**config.mk**
```make
export PLATFORM = sky130hd
export DESIGN_NAME = aes_round_ctrl
export DESIGN_NICKNAME = d
export VERILOG_FILES = /design/src/rtl/aes_round_ctrl.sv
export SDC_FILE = /design/constraint.sdc
export NUM_CORES = 1
export LEC_CHECK = 0
export ABC_AREA = 0
export CELL_PAD_IN_SITES_DETAIL_PLACEMENT = 1
export CELL_PAD_IN_SITES_GLOBAL_PLACEMENT = 1
export CORE_MARGIN = 2
export CORE_UTILIZATION = 48
export CTS_CLUSTER_DIAMETER = 50
export DETAILED_ROUTE_END_ITERATION = 8
export DONT_BUFFER_PORTS = 1
export GPL_TIMING_DRIVEN = 0
export PLACE_DENSITY_LB_ADDON = 0.1
export SYNTH_ARGS = -nofsm -noshare
export SYNTH_HDL_FRONTEND = slang
export SYNTH_SLANG_ARGS = --single-unit
export TNS_END_PERCENT = 30
```
**constraint.sdc**
```tcl
create_clock -name clk -period 2.7 [get_ports clk]
set_clock_uncertainty 0.05 [all_clocks]
set_input_delay 0.405 -clock clk [delete_from_list [all_inputs] [get_ports clk]]
set_output_delay 0.405 -clock clk [all_outputs]
set_load 0.005 [all_outputs]
```
**src/rtl/aes_round_ctrl.sv**
```systemverilog
// AES round sequencer: steps the datapath through key/plaintext load, NUM_ROUNDS
// rounds (the last one with MixColumns bypassed), then holds the result until it is taken.
module aes_round_ctrl #(
   parameter int NUM_ROUNDS = 10
) (
   input  logic       clk,
   input  logic       rst,
   input  logic       start_in,
   input  logic       abort_in,
   input  logic       out_ready_in,
   output logic       ready_out,
   output logic [3:0] round_out,
   output logic [7:0] rcon_out,
   output logic       load_sel_out,
   output logic       state_en_out,
   output logic       key_en_out,
   output logic       mix_bypass_out,
   output logic       valid_out
);

   // state   | meaning
   // S_IDLE  | waiting for start_in, ready_out high
   // S_LOAD  | datapath loads plaintext and cipher key
   // S_ROUND | full rounds 1..NUM_ROUNDS-1
   // S_FINAL | last round, MixColumns bypassed
   // S_DONE  | ciphertext valid, waiting for out_ready_in
   typedef enum logic [2:0] {S_IDLE, S_LOAD, S_ROUND, S_FINAL, S_DONE} state_t;

   localparam logic [3:0] LAST_FULL_ROUND = 4'(NUM_ROUNDS - 1);
   localparam logic [3:0] FINAL_ROUND     = 4'(NUM_ROUNDS);

   function automatic logic [7:0] xtime(input logic [7:0] b);
      return {b[6:0], 1'b0} ^ (b[7] ? 8'h1B : 8'h00);
   endfunction

   state_t     state_q, state_d;
   logic [3:0] round_q, round_d;
   logic [7:0] rcon_q, rcon_d;
   logic       ready_q, load_sel_q, en_q, mix_q, valid_q;

   always_comb begin
      state_d = state_q;
      round_d = round_q;
      rcon_d  = rcon_q;
      case (state_q)
         S_IDLE: begin
            if (start_in && !abort_in) state_d = S_LOAD;
         end
         S_LOAD: begin
            if (abort_in) begin
               state_d = S_IDLE;
            end else begin
               state_d = S_ROUND;
               round_d = 4'd1;
               rcon_d  = 8'h01;
            end
         end
         S_ROUND: begin
            if (abort_in) begin
               state_d = S_IDLE;
            end else begin
               round_d = round_q + 4'd1;
               rcon_d  = xtime(rcon_q);
               if (round_q == LAST_FULL_ROUND) state_d = S_FINAL;
            end
         end
         S_FINAL: begin
            state_d = abort_in ? S_IDLE : S_DONE;
         end
         S_DONE: begin
            if (abort_in || out_ready_in) state_d = S_IDLE;
         end
         default: state_d = S_IDLE;
      endcase
      // Every path back to idle discards the round context.
      if (state_d == S_IDLE) begin
         round_d = 4'd0;
         rcon_d  = 8'h00;
      end
   end

   always_ff @(posedge clk) begin
      if (rst) begin
         state_q    <= S_IDLE;
         round_q    <= 4'd0;
         rcon_q     <= 8'h00;
         ready_q    <= 1'b1;
         load_sel_q <= 1'b0;
         en_q       <= 1'b0;
         mix_q      <= 1'b0;
         valid_q    <= 1'b0;
      end else begin
         state_q    <= state_d;
         round_q    <= round_d;
         rcon_q     <= rcon_d;
         ready_q    <= (state_d == S_IDLE);
         load_sel_q <= (state_d == S_LOAD);
         en_q       <= (state_d == S_LOAD) || (state_d == S_ROUND) || (state_d == S_FINAL);
         mix_q      <= (state_d == S_FINAL);
         valid_q    <= (state_d == S_DONE);
      end
   end

   assign ready_out      = ready_q;
   assign round_out      = round_q;
   assign rcon_out       = rcon_q;
   assign load_sel_out   = load_sel_q;
   assign state_en_out   = en_q;
   assign key_en_out     = en_q;
   assign mix_bypass_out = mix_q;
   assign valid_out      = valid_q;

endmodule

```
==> results_dict.tcl <==
set metrics [dict create \
    status "finished, final reports clean" \
    slew_violations 0 \
    dieWidth_um 47.8 \
    pwr-share-clk_pct 42.5 \
    final_util_pct 57.0 \
    ir_worst_vdd_mv 0.274 \
    cts_sinks 20 \
    wl_per_cell_um 15.6 \
    path_buf_inv 1 \
    totalWireLength_um 1990 \
    cts_root_buf "clkbuf_4" \
    gr-usage-met3_pct 4.91 \
    clockBufferDepth 2 \
    reg2reg_slack_ns 1.17 \
    final_common_cell "dfxtp_1" \
    yosysSeqAreaShare_pct 43.4 \
    tightest_slew_ns 0.413 \
    maxCapViolCount 0 \
    vias 722 \
    initialDrtViolationCount 15 \
    sw_frac_of_total_pct 20.7 \
    seqPwrFrac_pct 52.1 \
    grt_usage_pct 19.3 \
    syn-num-nets 106 \
    boundaryPins 23 \
    grt_first_pass_wirelength_um 3070 \
    setup_violations 0 \
    critPathMaxStageDelay_ns 0.50 \
    yosys_warnings 0 \
    combPwrFrac_pct 5.4 \
    gr-max-usage-layer "met2" \
    drive_above_1_share_pct 16.5 \
    use_met1_pct 24.0 \
    grt.overflow.total 0 \
    gp_congestion 0.772 \
    dr.pass1.iters 4 \
    syn_inst 99 \
    slew_headroom_pct 72.3 \
    worst_setup_path_end_kind "flip-flop" \
    reg2reg_depth 4 \
    path_delay_family "flip-flops" \
    layout.nets 111 \
    min_path_type "input port to flip-flop" \
    drc_errors 0 \
    antenna_found_initial 0 \
    cts_resized 0 \
    dp_hpwl_um 1430 \
    htreeDepth 1 \
    postCtsHoldBufs 0 \
    cts_buffers 3 \
    grt_pass1_vias 711 \
    hold_depth 1 \
    path_class "flip-flop to flip-flop" \
    cp_cell_sequence "inv_1 -> nor4_4 -> mux2_2 -> nor2_2" \
    grt_max_degree 13 \
    fmax_mhz 653 \
    rows 15 \
    cts_setup_buffers 0 \
    timing.rr.start "state_q[1]" \
    area_growth_pct 9.09 \
    p_leak_nw 0.358 \
    post_synth_num_cell_types 35 \
    worst_skew_pair.late_latency_ns 0.30 \
    cp_max_fo 6 \
    cts_tree "yes" \
    io_buffer_count 0 \
    critPathRequiredTime_ns 2.87 \
    core_area_um2 1760 \
    initial_core_util_pct 52.3 \
    syn-cell-area_um2 922 \
    period_needed_ns 1.53 \
    diodes 0 \
    viasPerCell 5.64 \
    worstPathArrival_ns 1.70 \
    hp-start "rst" \
    ys_ff_latch 20 \
    grt_setup_unrepaired "false" \
    finalSetupTns_ns 0 \
    dieArea_um2 2290 \
    intPower_mw 0.460 \
    grt_util_met2_pct 31.7 \
    dieHeight_um 47.8 \
    r2r_end "round_out[0]" \
    min_to "state_q[1]" \
    start_kind "flip-flop" \
    final_hold_viol_count 0 \
    clk_pin_slew_ns 0.12 \
    switchingPower_mw 0.120 \
    syn_avg_cell_area_um2 9.31 \
    cp_slowest_cell "dfxtp_1" \
    timing.final.crit_share_pct 56.8 \
    drtAntennaViolNets 0 \
    power_density_nw_per_um2 577 \
    layout.cells.most_common_list "dfxtp_1, nand2_1, nor2_1, nor3_1" \
]
-- logic make-up (layout without fill, tap and decap cells) --
group	count (synthesis)	in the layout	share of synthesized area (%)
compound gates	22	22	17.2
simple gates	42	42	24.4
flops	20	20	43.4
fa+ha+maj	2	2	2.71
buf+inv	8	12	7.19
mux	1	1	1.22
xor+xnor	4	4	3.80
-- per-layer routing --
metal  routed length [um]  vias to the layer above
met5                    0                        -
met4                    0                        0
met3                   80                        0
met2                  970                       13
met1                  942                      358
li1                     -                      351
-- registers in the layout, summed over array words and instances, names as in the netlist --
register	flops
round_out	4
key_en_out	1
load_sel_out	1
state_q	3
ready_out	1
mix_bypass_out	1
rcon_out	8
valid_out	1
-- metrics by stage --
stage / hold WS [ns] / std cells / setup slack (ns) / total power [mW] / cell area, um^2
2_1_floorplan: 0.427 / 99 / 1.30 / 0.333 / 922
3_3_place_gp: 0.428 / 124 / 1.16 / 0.339 / 953
3_5_place_dp: 0.430 / 124 / 1.17 / 0.340 / 953
4_1_cts: 0.0971 / 128 / 1.19 / 0.585 / 1010
5_1_grt: 0.0963 / 128 / 1.12 / 0.595 / 1010
6_report: 0.104 / 128 / 1.17 / 0.581 / 1010
-- power groups by stage --
stage	clock [mW]	combinational, mW	sequential (mW)
5_1_grt	0.258	0.0338	0.303
6_report	0.247	0.0311	0.303
2_1_floorplan	0	0.0250	0.308
4_1_cts	0.252	0.0312	0.303
3_3_place_gp	0	0.0301	0.309
3_5_place_dp	0	0.0308	0.309
-- worst max-delay path by stage --
stage,cells past startpoint,from,slack [ns],end
floorplan,5,abort_in,1.30,round_out[3]
global placement,5,abort_in,1.16,round_out[3]
detailed placement,5,abort_in,1.17,round_out[3]
CTS,4,state_q[1],1.19,round_out[0]
global route,4,state_q[1],1.12,round_out[0]
finish,4,state_q[1],1.17,round_out[0]
-- cells in the mapped netlist --
master     instances  area share, %
dfxtp_1           20             43
nand2_1           12            4.9
nor2_1            10            4.1
nor3_1             5            2.7
a22oi_1            4            3.3
nand3_1            4            2.2
xor2_1             4            3.8
a21o_1             3            2.4
a21oi_1            3            1.6
a21oi_2            3            2.8
buf_6              3            3.7
a31oi_1            2            1.4
ha_1               2            2.7
inv_1              2           0.81
o31ai_1            2            1.6
a2bb2oi_1          1           0.95
and2_1             1           0.68
buf_1              1           0.41
buf_4              1           0.81
clkbuf_8           1            1.5
mux2_2             1            1.2
nand2b_1           1           0.68
nand3b_1           1           0.81
nand3b_2           1            1.2
nand4_1            1           0.68
nand4b_1           1           0.95
nor2_2             1           0.68
nor2_4             1            1.2
nor2b_1            1           0.68
nor4_4             1            2.3
o211ai_1           1           0.81
o21a_1             1           0.81
o21ai_0            1           0.54
o31a_1             1           0.95
or3_1              1           0.68
-- layout make-up --
class                      instances  area [um^2]
buffer                             6         58.8
clock buffer                       3         22.5
clock inverter                     1         30.0
fill                             223          758
inverter                           2         7.51
multi-input combinational         71          455
sequential                        20          400
tap                               25         31.3
No activity file was read; power rests on OpenSTA's default activity.
==> RTL edit 1, RTL diff (same settings) <==
The 5 states of `state_t` get a one-hot encoding in 5 bits.
--- a/src/rtl/aes_round_ctrl.sv
+++ b/src/rtl/aes_round_ctrl.sv
@@ -24,7 +24,7 @@
    // S_ROUND | full rounds 1..NUM_ROUNDS-1
    // S_FINAL | last round, MixColumns bypassed
    // S_DONE  | ciphertext valid, waiting for out_ready_in
-   typedef enum logic [2:0] {S_IDLE, S_LOAD, S_ROUND, S_FINAL, S_DONE} state_t;
+   typedef enum logic [4:0] {S_IDLE = 5'b00001, S_LOAD = 5'b00010, S_ROUND = 5'b00100, S_FINAL = 5'b01000, S_DONE = 5'b10000} state_t;
 
    localparam logic [3:0] LAST_FULL_ROUND = 4'(NUM_ROUNDS - 1);
    localparam logic [3:0] FINAL_ROUND     = 4'(NUM_ROUNDS);
Function: same outputs for any inputs over 10 cycles, from zero or initial values and one cycle with rst high; not proved beyond that.
==> RTL edit 1 against the original RTL <==
Design area is 8.3% higher; combinational power is 17% higher; synthesized area increased by 12%; worst setup slack worse by 0.34 ns; sequential cell count is 2 higher; sequential share of layout area up 0.61 points; power fell by 10%; clock power decreased by 39%; count of clock-buffer cells in the layout is the same; wire length up 11%; non-clock buffer count is the same; via count increased by 8.4%; global-route usage is 1.0 points higher.
==> RTL edit 1: results (changes against the original RTL) <==
Run status
  • Status: finished, final reports clean (unchanged)

Place
  • Post-Place Worst Slack: 0.854 ns (was 1.17 ns)
  • Cell Area, Placed: 0.00107 sq mm (was 953 sq um)
  • Gp weighted congestion: 0.819 (was 0.772)
  • DP HPWL: 1640 microns (was 1430 microns)
  • DP Cell Count: 134 (was 124)
  • PortBufs: 0 (unchanged)

Final layout
  • ANT cells: 0 (unchanged)
  • Multi-input gate area: 539 sq um (was 455 sq um)
  • Data buffer area share: 0.0356 (was 0.0585)
  • Area growth syn-to-layout: 5.45% (was 9.09%)
  • Final #Nets: 119 (was 111)
  • Non-CTS inverters: 4 (was 2)
  • Layout cell share with drive strength beyond 1: 0.209 (was 0.165)
  • Sequential cell count: 22 (was 20)
  • Clk cell area share: 0.0207 (was 0.0522)
  • CLK BUF: 3 (unchanged)
  • Seq. cell area: 440 sq um (was 400 sq um)
  • Fill cell count: 246 (was 223)
  • Comb_multi_in: 75 (was 71)

Power and ir drop
  • Leak Pwr: 0.357 nW (was 0.358 nW)
  • Power per Cell Area: 479 mW/mm^2 (was 577 mW/mm^2)
  • Worst VDD drop: 0.000292 V (was 0.000274 V)
  • Internal power: 0.397 mW (was 0.460 mW)

Floorplanning
  • # Taps: 27 (was 25)

Logic synthesis
  • Top post-synthesis cells by area: dfxtp_1, a21oi_2, nand3_1, xor2_1, nand2_1 (was dfxtp_1, nand2_1, nor2_1, xor2_1, buf_6)
  • Syn Inst Count: 107 (was 99)
  • Synth top cells by count: dfxtp_1, nand2_1, nand3_1 (was dfxtp_1, nand2_1, nor2_1)
  • Register area share after synthesis: 0.426 (was 0.434)
  • Unique masters post-synth: 36 (was 35)
  • Main flop type after synthesis: dfxtp_1 (unchanged)

GRT
  • Largest net degree at the start of global routing: 12 (was 13)
  • First-pass GRT wire length: 3910 microns (was 3070 microns)
  • Vias in the first global route: 847 (was 711)
  • Number of antenna violations at the first check in global routing: 0 (unchanged)
  • GRT Resource Usage Total: 0.203 (was 0.193)

Critical path
  • Crit path arrival time: 2.05 ns (was 1.70 ns)
  • R2R cell count: 4 (unchanged)
  • Critical-path maximum fanout: 10 (was 6)

Clocking
  • Clock Latency Late Sink: 0.31 ns
  • Post-CTS setup buffer count: 0 (unchanged)

Detailed routing
  • Final wirelength: 2220 microns (was 1990 microns)
  • Vias: 783 (was 722)
  • Via density: 5.72 (was 5.64)
  • Initial DRC Count: 6 (was 15)

Min path
  • Worst Hold Class: in -> reg (unchanged)

STA
  • Worst slew margin: 0.638 (was 0.723)
## RTL edit 1: changes by cell type in the layout (fill, tap and decap cells not counted), sizes merged, moves of 3 or more
cell / unedited run / this run
a21o: 3 / 0
a211oi: 0 / 4
a22oi: 4 / 0
nand3: 4 / 11
a21oi: 6 / 10
nor2: 12 / 6
## RTL edit 1: power groups by stage
stage               clock network [mW]  logic, mW  registers [mW]
floorplan                            0     0.0304           0.342
global placement                     0     0.0356           0.343
detailed placement                   0     0.0367           0.343
CTS                              0.151     0.0368           0.336
global route                     0.163     0.0411           0.337
finish                           0.150     0.0364           0.336
## RTL edit 1: cell families (layout without fill, tap and decap cells)
logic type	count (synthesis)	count (layout)	share of synthesized area
AO/OA/AOI/OAI	18	18	0.165
flip-flops	22	22	0.426
adder cells (fa/ha/maj)	2	2	0.0242
buffers and inverters	10	13	0.0520
AND/OR/NAND/NOR	48	48	0.272
XOR/XNOR	6	6	0.0508
multiplexers	1	1	0.00969
## RTL edit 1: critical path: stages, from the launching register on
cell and delay, ns:
dfxtp_1 0.48, nor4b_2 0.52, nand2_1 0.18, clkbuf_1 0.28, a211oi_1 0.28
## RTL edit 1: layer usage
layer / wire length (microns) / track usage / share of wire
met2: 1040 / 0.336 / 0.47
met5: 0 / 0 / 0
met4: 40 / 0.0811 / 0.018
met3: 75 / 0.0357 / 0.034
met1: 1060 / 0.261 / 0.48
## RTL edit 1: worst paths after layout
check / start / to / slack, ns
max: state_q[2] / mix_bypass_out / 0.82
max reg2reg: state_q[2] / mix_bypass_out / 0.82
min reg2reg: rcon_out[1] / rcon_out[2] / 0.46
min: rst / mix_bypass_out / 0.11
==> RTL edit 2, RTL diff (config.mk and constraints unchanged) <==
Made on the original files. Change the parameter `NUM_ROUNDS` from 10 to 9.
--- a/src/rtl/aes_round_ctrl.sv
+++ b/src/rtl/aes_round_ctrl.sv
@@ -1,7 +1,7 @@
 // AES round sequencer: steps the datapath through key/plaintext load, NUM_ROUNDS
 // rounds (the last one with MixColumns bypassed), then holds the result until it is taken.
 module aes_round_ctrl #(
-   parameter int NUM_ROUNDS = 10
+   parameter int NUM_ROUNDS = 9
 ) (
    input  logic       clk,
    input  logic       rst,
Check against the original RTL: no difference found for any inputs over 10 cycles, from zero or initial values and one cycle with rst high; that may be too few to reach the edited logic, so the function may still have changed.
==> RTL edit 2 against the original RTL <==
Wire length fell by 2.3%; non-clock buffer count increased by 1; design area shrank 3.4%; sequential cell count stayed put; critical path type unchanged; sequential share of layout area up 1.4 points; synthesized area decreased by 0.41%; worst setup slack worse by 0.039 ns; largest cell class unchanged; power is 20% lower.
==> RTL edit 2: results (changes against the original RTL) <==
GRT
  • Met3 usage: 0.0453 (was 0.0491)
  • First-pass GRT wire length: 3150 microns (was 3070 microns)
  • M2 GR Usage: 0.320 (was 0.317)
  • Met1 GRT Util: 0.256 (was 0.240)
  • Vias in the first global route: 710 (was 711)
  • Largest net degree at the start of global routing: 11 (was 13)
  • GRT Resource Usage Total: 0.201 (was 0.193)

Final layout
  • Layout Cells excl Fill: 130 (was 128)
  • Non-CTS buffers: 7 (was 6)
  • Core Util, Final: 0.551 (was 0.570)
  • Fraction of area in multi-input gates: 0.472 (was 0.453)
  • Post-Layout Inst Area: 972 sq um (was 0.00101 sq mm)
  • Final #Nets: 114 (was 111)
  • Non-CTS inverters: 3 (was 2)
  • Fill cell count: 233 (was 223)
  • Seq area share: 0.412 (was 0.398)
  • Clk cell area share: 0.0232 (was 0.0522)
  • Data buffer area share: 0.0489 (was 0.0585)
  • Layout cell share with drive strength beyond 1: 0.152 (was 0.165)

Critical path
  • R2R setup slack: 1.13 ns (was 1.17 ns)
  • R2r endpoint: rcon_out[3] (was round_out[0])
  • Critical path's top delay family: compound AO/OA/AOI/OAI gates (was flip-flops)
  • Critical-path maximum fanout: 10 (was 6)
  • Critical path's largest stage delay: 0.36 ns (was 0.50 ns)
  • Worst Setup End Kind: flip-flop (unchanged)
  • R2R cell count: 5 (was 4)
  • Slowest CP cell: o31ai_1 (was dfxtp_1)

Logic synthesis
  • Adder-Cell Fraction of Synth Area: 0.0272 (was 0.0271)
  • Register area share after synthesis: 0.436 (was 0.434)
  • Top post-synthesis cells by area: dfxtp_1, nor2_1, nand2_1, a22oi_1, a21oi_2 (was dfxtp_1, nand2_1, nor2_1, xor2_1, buf_6)
  • Post-synthesis mux area share: 0 (was 0.0122)
  • Synth Area in Compound Gates: 0.178 (was 0.172)
  • Synth Area in XOR/XNOR: 0.0463 (was 0.0380)
  • #FFs+latches synth: 20 (unchanged)
  • Synth top cells by count: dfxtp_1, nor2_1, nand2_1 (was dfxtp_1, nand2_1, nor2_1)
  • Post-Synthesis Mean Instance Area: 9.00 sq um (was 9.31 sq um)
  • Unique masters post-synth: 33 (was 35)

STA
  • Fin crit period: 1.57 ns (was 1.53 ns)
  • Worst slew margin: 0.697 (was 0.723)

Place
  • Post-Place Worst Slack: 1.15 ns (was 1.17 ns)
  • Cell Area, Placed: 950 sq um (was 953 sq um)
  • DP HPWL: 1490 microns (was 1430 microns)
  • Gp weighted congestion: 0.805 (was 0.772)

Power and ir drop
  • P_clk: 0.135 mW (was 0.247 mW)
  • Worst VDD drop: 0.000267 V (was 0.000274 V)
  • Clk network pwr share: 0.289 (was 0.425)
  • Leak Pwr: 0.346 nW (was 0.358 nW)
  • Seq. pwr: 0.302 mW (was 0.303 mW)
  • Net Sw Power: 0.104 mW (was 0.120 mW)

Clocking
  • CTS clk-pin slew, worst paths: 0.10 ns (was 0.12 ns)

Detailed routing
  • Initial DRC Count: 19 (was 15)
  • Final wirelength: 1950 microns (was 1990 microns)
  • Vias: 717 (was 722)

Run status
  • Status: finished, final reports clean (unchanged)
RTL edit 2: cell count changes in the layout (fill, tap and decap cells not counted), sizes merged:
| cell | change |
|---|---|
| buf | +2 |
| a22oi | +1 |
| a2bb2oi | -1 |
| a31oi | +1 |
| bufinv | -1 |
| clkbuf | -1 |
| inv | +1 |
| mux2 | -1 |
| nor2 | +1 |
| nor4 | -1 |
| nor4b | +1 |
RTL edit 2: worst min path at each step:
stage / slack (ns) / start / cells past startpoint / to
after floorplan: 0.43 / rst / 1 / state_q[1]
after global placement: 0.43 / rst / 1 / state_q[1]
after detailed placement: 0.44 / rst / 1 / state_q[2]
after CTS: 0.11 / rst / 1 / state_q[1]
after global routing: 0.11 / rst / 1 / state_q[2]
final: 0.12 / rst / 1 / state_q[1]
RTL edit 2: metal layers:
| layer | vias up | share of wire |
|---|---|---|
| met5 | - | 0 |
| met4 | 0 | 0.0062 |
| met2 | 16 | 0.49 |
| met1 | 339 | 0.45 |
| li1 | 360 | - |
| met3 | 2 | 0.054 |
